<file path="config.mk">
export PLATFORM = sky130hd
export DESIGN_NAME = serial_word_feeder
export DESIGN_NICKNAME = d
export VERILOG_FILES = /design/src/rtl/serial_word_feeder.sv
export SDC_FILE = /design/constraint.sdc
export NUM_CORES = 1
export LEC_CHECK = 0
export CAP_MARGIN = 20
export CORE_ASPECT_RATIO = 1.25
export CORE_UTILIZATION = 40
export DETAILED_ROUTE_END_ITERATION = 8
export PLACE_DENSITY = 0.71
export SKIP_CTS_REPAIR_TIMING = 1
export SYNTH_ARGS = -nofsm -noshare
export SYNTH_HDL_FRONTEND = slang
export SYNTH_SLANG_ARGS = --single-unit
</file>
<file path="constraint.sdc">
create_clock -name clk_i -period 2.9 [get_ports clk_i]
set_clock_uncertainty 0.15 [all_clocks]
set_input_delay 0.58 -clock clk_i [delete_from_list [all_inputs] [get_ports clk_i]]
set_output_delay 0.58 -clock clk_i [all_outputs]
set_load 0.005 [all_outputs]
</file>
<file path="src/rtl/serial_word_feeder.sv">
// Parallel-to-serial feeder: one holding register in front of a shift register, so
// back-to-back words stream out with no idle bits between them.
module serial_word_feeder #(
  parameter int unsigned WIDTH     = 8,
  parameter bit          MSB_FIRST = 1'b1,
  parameter bit          IDLE_BIT  = 1'b0
) (
  input  logic             clk_i,
  input  logic             rst_ni,
  input  logic [WIDTH-1:0] din_i,
  input  logic             din_valid_i,
  output logic             din_ready_o,
  output logic             serout_o,
  output logic             ser_valid_o,
  output logic             word_done_o,
  output logic             busy_o
);

  localparam int unsigned CntW = $clog2(WIDTH);
  localparam logic [CntW-1:0] CntLast = CntW'(WIDTH - 1);

  typedef enum logic [0:0] {StIdle, StShift} state_e;

  state_e           state_q;
  logic [WIDTH-1:0] hold_q;
  logic             hold_full_q;
  logic [WIDTH-1:0] shift_q;
  logic [CntW-1:0]  cnt_q;

  logic             accept;
  logic [WIDTH-1:0] shift_next;

  // Ready depends only on registered state, never on din_valid_i.
  assign din_ready_o = ~hold_full_q;
  assign accept      = din_valid_i & ~hold_full_q;

  assign shift_next = MSB_FIRST ? {shift_q[WIDTH-2:0], 1'b0} : {1'b0, shift_q[WIDTH-1:1]};

  always_ff @(posedge clk_i or negedge rst_ni) begin
    if (!rst_ni) begin
      state_q     <= StIdle;
      hold_q      <= '0;
      hold_full_q <= 1'b0;
      shift_q     <= '0;
      cnt_q       <= '0;
    end else begin
      // Accept and hold-to-shift transfer are mutually exclusive: transfer needs
      // hold_full_q=1, accept needs hold_full_q=0.
      if (accept) begin
        hold_q      <= din_i;
        hold_full_q <= 1'b1;
      end
      unique case (state_q)
        StIdle: begin
          if (hold_full_q) begin
            shift_q     <= hold_q;
            hold_full_q <= 1'b0;
            cnt_q       <= '0;
            state_q     <= StShift;
          end
        end
        StShift: begin
          if (cnt_q == CntLast) begin
            cnt_q <= '0;
            if (hold_full_q) begin
              shift_q     <= hold_q;
              hold_full_q <= 1'b0;
            end else begin
              shift_q <= shift_next;
              state_q <= StIdle;
            end
          end else begin
            shift_q <= shift_next;
            cnt_q   <= cnt_q + 1'b1;
          end
        end
        default: state_q <= StIdle;
      endcase
    end
  end

  assign ser_valid_o = (state_q == StShift);
  assign serout_o    = ser_valid_o ? (MSB_FIRST ? shift_q[WIDTH-1] : shift_q[0]) : IDLE_BIT;
  assign word_done_o = ser_valid_o && (cnt_q == CntLast);
  assign busy_o      = ser_valid_o | hold_full_q;

endmodule

</file>
## After elaboration in Yosys (flattened, before gate mapping)

Cells that the tools add are included.

| cells by class | value |
|---|---|
| $add $sub $neg | 1 |
| multiply operators | 0 |
| divide/modulo/power cells | 0 |
| order comparisons | 0 |
| equal/unequal tests | 2 |
| shifts and indexed selects | 0 |
| muxes and demuxes | 15 |
| bitwise gates (word level) | 4 |
| reduce and logical (&&, ||, !) cells | 1 |

Operators with widths:

| cell | number |
|---|---|
| two-way mux 8 bit | 3 |
| one-hot mux 8 bit (2 select lines) | 1 |
| two-way mux 1 bit | 6 |
| two-way mux 3 bit | 2 |
| one-hot mux 3 bit (2 select lines) | 1 |
| one-hot mux 1 bit (2 select lines) | 2 |
| adder 3 x 1 -> 3 bit (second input constant) | 1 |
| equality test 3 bit (second input constant) | 1 |
| inequality test 2 bit (second input constant) | 1 |
| inverter 1 bit | 2 |
| bitwise AND 1 bit | 1 |
| logical AND 1 bit | 1 |
| OR 1 bit | 1 |

| storage, ports and cells | value |
|---|---|
| bits in registers | 21 |
| latch bits | 0 |
| RAM bits | 0 |
| memory bits (read-only) | 0 |
| input port bits | 11 |
| output and inout bits | 5 |
| logic and storage cells | 28 |
| memories kept | 0 |

## Longest topological paths before layout

Gate-level depths: netlist of the first run.

| depth | value |
|---|---|
| depth after elaboration | 6 |
| depth in mapped cells | 6 |
| depth with buffers taken out | 5 |

## Least setup slack after synthesis of the first run

Ideal clock, no wire load.

| timing | value |
|---|---|
| path kind | register to output |
| start point | register state_q (netlist: ser_valid_o) |
| end point | output busy_o |
| data arrival time | 0.917 ns |
| data required time | 2.170 ns |
| slack | 1.253 ns |
| stages on the path, launching flop included | 4 |
| cell sequence | dfrtp_1 > buf_6 > nor2_1 > inv_1 |

| on the way | value |
|---|---|
| longest elaborated chain between the ends | 1 |

RTL lines:

| element | RTL line | source |
|---|---|---|
| start: declaration | 24 | `state_e state_q;` |
| start signal: assignment | 41 | `state_q <= StIdle;` |
| start signal: assignment | 59 | `state_q <= StShift;` |
| start signal: assignment | 70 | `state_q <= StIdle;` |
| OR 1 bit | 85 | `assign busy_o = ser_valid_o \| hold_full_q;` |
| end: declaration | 16 | `output logic busy_o` |

No other way between the ends.

## Final worst setup path of the first run

Ends and elaborated chain as after synthesis.

==> results.py, run 1 <==
metrics = {
    "logic_synthesis": {
        "synth.area.mux_share_pct": 18.3,
        "syn_area_um2": 983,
        "synthDistinctLibCells": 21,
        "synth_xor_area_share_pct": 0,
        "synth-simple-area-share_pct": 8.78,
        "ys_seq_area_share_pct": 53.4,
        "yosys.area_share.adder_pct": 3.82,
        "synth_compound_area_share_pct": 11.8,
        "synth_top_family_by_area": "multiplexers",
        "yosysWarningCount": 0,
        "syn-num-nets": 87,
        "syn_inst": 73,
        "avgSynthCellArea_um2": 13.5,
        "yosys_register_bits": 21,
    },
    "setup_path": {
        "path_max_fanout": 15,
        "r2r_cells": 5,
        "reg2reg_from": "cnt_q[0]",
        "timing.rr.end": "shift_q[1]",
        "required_ns": 2.17,
        "cp-end-kind": "output pin",
        "worstSetupPathType": "flop to output pin",
        "r2r_slack_ns": 1.06,
        "start_kind": "flop",
        "arrival_ns": 1.80,
    },
    "detailed_routing": {
        "postRouteAntennaNets": 0,
        "routed_wl_um": 1620,
        "routed-via-count": 641,
        "drc_errors": 0,
        "wl_per_cell_um": 13.4,
        "dr.pass1.iters": 4,
        "via_per_inst": 5.30,
        "drt_iter0_drc": 9,
    },
    "timing": {
        "worst_pin_slew_ns": 0.614,
        "finalSetupTns_ns": 0,
        "setup_viol": 0,
        "slew_headroom_pct": 58.9,
        "post-route-min-period_ns": 2.53,
        "hold_viol": 0,
        "slew_violations": 0,
        "rsz0062_at_grt": "no",
        "fin_ws_ns": 0.365,
        "timing.final.crit_share_pct": 87.4,
        "clock.fmax_ghz": 0.395,
    },
    "hold_path": {
        "hp-start": "cnt_q[0]",
        "hold_path_depth": 1,
        "min_path_type": "flop to flop",
        "worstHoldEndpoint": "cnt_q[0]",
    },
    "cts": {
        "path_clk_slew_ns": 0.11,
        "clock_latency_ns": 0.30,
        "cts_tree": "yes",
        "clock_path_buffers": 2,
        "cts_buffers": 3,
        "htree_num_levels": 1,
        "cts-root-buf": "clkbuf_4",
        "clock_sinks": 21,
    },
    "cells_and_area": {
        "nFillCells": 210,
        "regArea_um2": 526,
        "diodes": 0,
        "final_cell_count_no_fill": 121,
        "area_growth_syn_to_layout_pct": 19.6,
        "utilization_pct": 52.1,
        "multiInputGateArea_um2": 420,
        "drive_gt1_share_pct": 23.3,
        "most-common-layout-cells": "dfrtp_1 (21), clkdlybuf4s50_1 (15), nand2_1 (10), mux2_4 (8)",
        "nets": 105,
        "final_common_cell": "dfrtp_1",
    },
    "floorplan": {
        "rows": 19,
        "start_util_pct": 43.5,
        "die_h_um": 57.4,
        "die-area_um2": 2660,
        "die_w_um": 46.4,
        "coreArea_um2": 2260,
        "pin_count": 16,
    },
    "run_status": {
        "outcome": "completed",
    },
    "grt": {
        "grt_pass1_vias": 664,
        "grt_util_all_layers_pct": 15.1,
        "antenna_found_initial": 0,
        "grt_first_pass_wirelength_um": 2830,
        "grt_overflow": 0,
        "grt_max_degree": 22,
    },
    "pwr": {
        "power.leakage_nw": 0.560,
        "finalPower_mw": 1.15,
        "power_density_nw_per_um2": 982,
        "ir_drop_mv": 0.407,
    },
    "placed_design": {
        "gp_congestion": 0.729,
        "port-buffer-count": 15,
        "dp_cells": 117,
        "pre_cts_slack_ns": 0.680,
        "detailed_place_hpwl_um": 1130,
    },
    "run": {
        "drv_cap": 0,
    },
}
[report_power, final]
| part | total (mW) | switching (mW) | leakage, nW | internal [mW] |
|---|---|---|---|---|
| Sequential | 0.534 | 0.111 | 0.255 | 0.423 |
| Clock | 0.141 | 0.0874 | 0.0150 | 0.0537 |
| Combinational | 0.480 | 0.181 | 0.290 | 0.298 |
| Total | 1.15 | 0.380 | 0.560 | 0.774 |
[worst max-delay path: stages (launching register included)]
cell	delay (ns)
dfrtp_1	0.60
nor2_1	0.39
inv_1	0.07
clkdlybuf4s50_1	0.45
[Yosys cell counts]
cell,instances,area [um^2]
mux2_4,8,120
and2_1,2,12.5
inv_1,1,3.75
buf_4,1,7.51
dfrtp_1,21,526
ha_1,3,37.5
inv_2,1,3.75
mux2i_1,6,60.1
a32o_1,1,10.0
o21bai_1,1,7.51
nand2_2,1,6.26
buf_6,2,22.5
o21ai_0,1,5.00
o221a_2,6,67.6
nor2_1,1,3.75
nand3_1,1,5.00
a32oi_1,1,8.76
nand2b_1,2,12.5
nor2b_2,1,8.76
nand2_1,10,37.5
a22o_1,2,17.5
[flip-flops by register name, summed over array words and instances, names as in the netlist]
signal and count:
cnt_q 3, hold_full_q 1, hold_q 8, ser_valid_o 1, shift_q 8
[worst max-delay path by stage]
stage	start	cells past startpoint	slack, ns	endpoint
final	ser_valid_o	3	0.37	busy_o
after global routing	ser_valid_o	3	0.23	busy_o
after CTS	ser_valid_o	3	0.34	busy_o
after detailed placement	din_valid_i	3	0.68	hold_q[5]
after global placement	din_valid_i	3	0.71	hold_q[4]
after floorplan	ser_valid_o	3	1.25	busy_o
[layout make-up]
cell class                 instances  area share [%]
tap                               31            3.30
timing repair buffer              16            13.4
multi-input combinational         47            35.7
sequential                        21            44.7
clock buffer                       4            2.23
inverter                           2           0.638
[per-stage QoR]
step / hold WS, ns / instance area, um^2
after CTS: 0.364 / 1180
after global placement: 0.340 / 1150
after global routing: 0.388 / 1180
final: 0.360 / 1180
after detailed placement: 0.345 / 1150
after floorplan: 0.134 / 983
[cell families after synthesis]
family                   Yosys count
AO/OA/AOI/OAI                     12
adder cells (fa/ha/maj)            3
buffers and inverters              5
flip-flops                        21
multiplexers                      14
AND/OR/NAND/NOR                   18
[routing by layer]
metal | part of all wire (%) | up-vias | global-route usage (%)
li1 | - | 300 | -
met1 | 45 | 321 | 18.0
met2 | 48 | 15 | 23.0
met3 | 2.8 | 5 | 2.85
met4 | 3.5 | 0 | 11.3
met5 | 0 | - | 0
Note: power is estimated with default switching activity, not from simulation.
==> run 2: changes to the inputs <==
--- a/config.mk
+++ b/config.mk
@@ -9,7 +9,6 @@
 export CORE_ASPECT_RATIO = 1.25
 export CORE_UTILIZATION = 40
 export DETAILED_ROUTE_END_ITERATION = 8
-export PLACE_DENSITY = 0.71
 export SKIP_CTS_REPAIR_TIMING = 1
 export SYNTH_ARGS = -nofsm -noshare
 export SYNTH_HDL_FRONTEND = slang
==> run 2 against run 1 <==
Compared with the run above:
- global-route usage decreased by 0.053 points
- cell area grew 0.74%
- first-iteration DRC count up 67%
- fmax increased by 0.75%
- wire length increased by 0.12%
- flip-flop and latch count unchanged
- via count shrank 4.2%
- die area stayed put
- core utilization increased by 0.39 points
- sequential share of layout area is 0.33 points lower
- critical path type unchanged
- largest cell class unchanged
==> results.py, run 2 (same netlist as run 1, synthesis figures left out) <==
metrics = {
    "run_status": {
        "outcome": "completed",
    },
    "grt": {
        "grt.busiest_layer": "met2",
        "grt_overflow": 0,
        "grt_util_met3_pct": 2.85,
        "use_met2_pct": 22.2,
        "grt_first_pass_wirelength_um": 2800,
        "grt_util_all_layers_pct": 15.0,
        "grt_pass1_vias": 635,
        "grt_use_met1_pct": 19.3,
        "antenna_found_initial": 0,
        "grt_max_degree": 22,
    },
    "timing": {
        "whs_ns": 0.367,
        "fin_ws_ns": 0.384,
        "clock.fmax_ghz": 0.397,
        "setup_viol": 0,
        "finalSetupTns_ns": 0,
        "rsz0062_at_grt": "no",
        "slew_headroom_pct": 63.9,
        "worst_pin_slew_ns": 0.542,
        "hold_viol": 0,
        "post-route-min-period_ns": 2.52,
        "slew_violations": 0,
        "timing.final.crit_share_pct": 86.8,
    },
    "pwr": {
        "power_switching_uw": 380,
        "combinationalPowerShare_pct": 42.2,
        "power_density_nw_per_um2": 976,
        "seqPwrFrac_pct": 46.1,
        "swShare_pct": 32.9,
        "power.leakage_nw": 0.568,
        "power_frac_clock_pct": 11.7,
        "p_int_uw": 776,
        "finalPower_mw": 1.16,
        "ir_drop_mv": 0.415,
    },
    "placed_design": {
        "placed_area_um2": 1160,
        "port-buffer-count": 15,
        "dp_cells": 118,
        "gp_congestion": 0.744,
        "detailed_place_hpwl_um": 1110,
        "pre_cts_slack_ns": 0.695,
    },
    "detailed_routing": {
        "wl_per_cell_um": 13.3,
        "drc_errors": 0,
        "dr.pass1.iters": 4,
        "routed-via-count": 614,
        "routed_wl_um": 1620,
        "via_per_inst": 5.03,
        "postRouteAntennaNets": 0,
        "drt_iter0_drc": 15,
    },
    "cells_and_area": {
        "final_common_cell": "dfrtp_1",
        "regArea_um2": 526,
        "nets": 106,
        "nFillCells": 222,
        "most-common-layout-cells": "dfrtp_1 (21), clkdlybuf4s50_1 (15), nand2_1 (10), mux2_4 (8)",
        "reg_top3": "hold_q: 8 flops, shift_q: 8 flops, cnt_q: 3 flops",
        "final_cell_area_um2": 1180,
        "final_cell_count_no_fill": 122,
        "area_growth_syn_to_layout_pct": 20.5,
        "diodes": 0,
        "utilization_pct": 52.5,
        "drive_gt1_share_pct": 25.3,
        "multiInputGateArea_um2": 420,
    },
    "floorplan": {
        "die_h_um": 57.4,
        "die-area_um2": 2660,
        "start_util_pct": 43.5,
        "pin_count": 16,
        "die_w_um": 46.4,
        "coreArea_um2": 2260,
        "rows": 19,
    },
    "setup_path": {
        "arrival_ns": 1.79,
        "slowest_stage": "dfrtp_1",
        "crit_chain": "nor2_1 -> inv_1 -> clkdlybuf4s50_1",
        "start_kind": "flop",
        "required_ns": 2.17,
        "path_max_fanout": 15,
        "cp-end-kind": "output pin",
        "critPathMaxStageDelay_ns": 0.70,
        "worstSetupPathType": "flop to output pin",
    },
    "cts": {
        "cts-root-buf": "clkbuf_4",
        "path_clk_slew_ns": 0.11,
        "htree_num_levels": 1,
        "cts_tree": "yes",
        "clock_latency_ns": 0.30,
        "clock_path_buffers": 2,
        "cts_buffers": 3,
        "clock_sinks": 21,
    },
    "run": {
        "drv_cap": 0,
    },
    "hold_path": {
        "min_path_type": "flop to flop",
    },
}
## run 2: final cells by class
type                       count  share of cell area, %
tap                           31                   3.27
clock buffer                   3                   1.90
inverter                       2                  0.634
sequential                    21                   44.4
clock inverter                 1                  0.422
timing repair buffer          17                   13.9
multi-input combinational     47                   35.5
## run 2: layer usage
layer	vias up	part of all wire [%]
met5	-	0
met4	0	2.2
met3	4	2.2
met2	11	48
met1	300	47
li1	299	-
## run 2: path summary, 6_finish.rpt
path,from,endpoint,slack [ns],cells after the start
min in group asynchronous,rst_ni,hold_q[7],0.46,2
max in group asynchronous,rst_ni,ser_valid_o,1.93,2
min reg2reg,cnt_q[0],cnt_q[0],0.37,1
max reg2reg,cnt_q[0],shift_q[3],1.04,5
max,ser_valid_o,busy_o,0.38,3
min,cnt_q[0],cnt_q[0],0.37,1
## run 2: critical path: cells and delay by family (launching register included)
kind / cells / cell delay (ns)
flip-flops: 1 / 0.70
buffers and inverters: 2 / 0.58
AND/OR/NAND/NOR: 1 / 0.21
## run 2: power groups by stage
stage	registers [mW]	clock network [mW]	logic (mW)
4_1_cts	0.534	0.144	0.497
2_1_floorplan	0.501	0	0.398
3_3_place_gp	0.540	0	0.484
5_1_grt	0.553	0.154	0.543
6_report	0.533	0.136	0.488
3_5_place_dp	0.541	0	0.490
==> variant, RTL diff (flow settings as in run 2) <==
Set the parameter `WIDTH` to 16 (it was 8).
--- a/src/rtl/serial_word_feeder.sv
+++ b/src/rtl/serial_word_feeder.sv
@@ -1,7 +1,7 @@
 // Parallel-to-serial feeder: one holding register in front of a shift register, so
 // back-to-back words stream out with no idle bits between them.
 module serial_word_feeder #(
-  parameter int unsigned WIDTH     = 8,
+  parameter int unsigned WIDTH     = 16,
   parameter bit          MSB_FIRST = 1'b1,
   parameter bit          IDLE_BIT  = 1'b0
 ) (
Ports: changed (resized din_i); port bits go from 16 to 24. The function was not compared with the original's and may differ.
==> variant against run 2 <==
- synthesized cell count increased by 88%
- area after synthesis increased by 73%
- critical path depth unchanged
- design area increased by 78%
- highest routed layer unchanged
- global-route usage increased by 1.8 points
- critical endpoint is now word_done_o
- first-iteration DRC count increased to 4.5 times the old value
- largest power group unchanged
- register-to-register slack got worse by 0.09 ns
- non-clock buffer count increased by 11
- power increased by 82%
- setup slack got worse by 0.032 ns
- sequential cell count increased by 17
- wire length increased by 97%
==> variant: results <==
metrics = {
    "clock_network": {
        "numCtsBuffers": 5,
        "cts_root_buf": "clkbuf_8",
        "cts_htree_levels": 2,
        "clkSlewWorstSetupHoldPaths_ns": 0.08,
    },
    "sta": {
        "fin_crit_ns": 2.55,
        "timing.hold.ws_ns": 0.228,
        "worstMarginPinSlew_ns": 0.828,
    },
    "place": {
        "io_buffers": 23,
        "dpl-instance-area_mm2": 0.00197,
        "dpl.cell_count": 212,
        "post-place-ws_ns": 0.659,
        "dpl.hpwl_um": 2180,
        "gp_congestion": 0.762,
    },
    "grt": {
        "grt_pass1_wl_um": 5520,
        "grt_max_degree": 39,
        "antenna_found_initial": 0,
        "track_usage_pct": 16.8,
        "grt_pass1_vias": 1174,
    },
    "layout": {
        "reg_top3": "hold_q (16), shift_q (16), cnt_q (4)",
        "drive_gt1_share_pct": 14.0,
        "nFillCells": 391,
        "final_nets": 183,
        "fin_cells": 220,
    },
    "setup_path": {
        "critPathLaunch": "ser_valid_o",
        "cp.arrival_ns": 1.82,
        "r2r_end": "shift_q[14]",
        "r2r_slack_ns": 0.95,
        "reg2regPathDepth": 5,
        "worstSetupEndpoint": "word_done_o",
    },
    "synthesis": {
        "synth_fp_nets": 157,
        "netlist_top_cells_count": "dfrtp_1 (38), nor2_1 (16), mux2i_1 (15), a221o_1 (14), mux2_2 (8)",
        "synth_warnings": 0,
        "ys_types": 27,
        "synth-seq-area-share_pct": 56.0,
        "synthTopCellsByArea": "dfrtp_1 (56%), mux2i_1 (8.8%), a221o_1 (8.2%)",
        "netlist_instances": 137,
    },
    "route": {
        "via_count": 1160,
        "drt_iter0_drc": 68,
        "wire_per_inst_um": 14.5,
    },
    "min_path": {
        "hold_class": "in -> async",
    },
    "power": {
        "p_leak_nw": 0.963,
        "ir_drop_v": 0.000441,
    },
    "outcome": {
        "status": "finished, final reports clean",
    },
}
[variant: cell types whose count changed after synthesis, sizes merged, moves of 4 or more]
cell	before	now
a221o	0	14
nor2	1	17
nand2	11	7
mux2i	6	15
o21ai	1	5
o221a	6	0
buf	3	7
mux2	8	15
dfrtp	21	38
[variant: power by group]
group	internal (mW)	switching [mW]
registers	0.758	0.170
logic	0.367	0.264
clock network	0.367	0.185
[variant: kinds of logic (layout without fill, tap and decap cells)]
logic type      Yosys count  count (layout)  share of synthesized area [%]
simple gates             31              31                           7.88
mux                      30              30                           18.8
buf+inv                  13              40                           4.42
compound gates           22              22                           11.2
flops                    38              38                           56.0
xor+xnor                  2               2                           1.03
fa+ha+maj                 1               1                          0.736
[variant: per-layer routing]
layer | routed length, µm | up-vias | global-route usage, %
met3 | 116 | 4 | 5.67
met1 | 1420 | 587 | 20.5
met5 | 0 | - | 0
met2 | 1640 | 18 | 27.5
met4 | 31 | 0 | 6.20
li1 | - | 551 | -
[variant: final cells by class]
cell class | instances | area (µm²) | area share, %
Timing Repair Buffer | 28 | 263 | 12.4
Clock inverter | 2 | 60.1 | 2.84
Multi-Input combinational cell | 86 | 673 | 31.8
Tap cell | 56 | 70.1 | 3.31
Inverter | 4 | 15.0 | 0.710
Clock buffer | 6 | 82.6 | 3.91
Sequential cell | 38 | 951 | 45.0
[variant: worst max-delay path, stage by stage (launching register included)]
cell	delay, ns
dfrtp_1	0.63
clkinv_1	0.25
nor2_1	0.14
clkdlybuf4s50_1	0.50
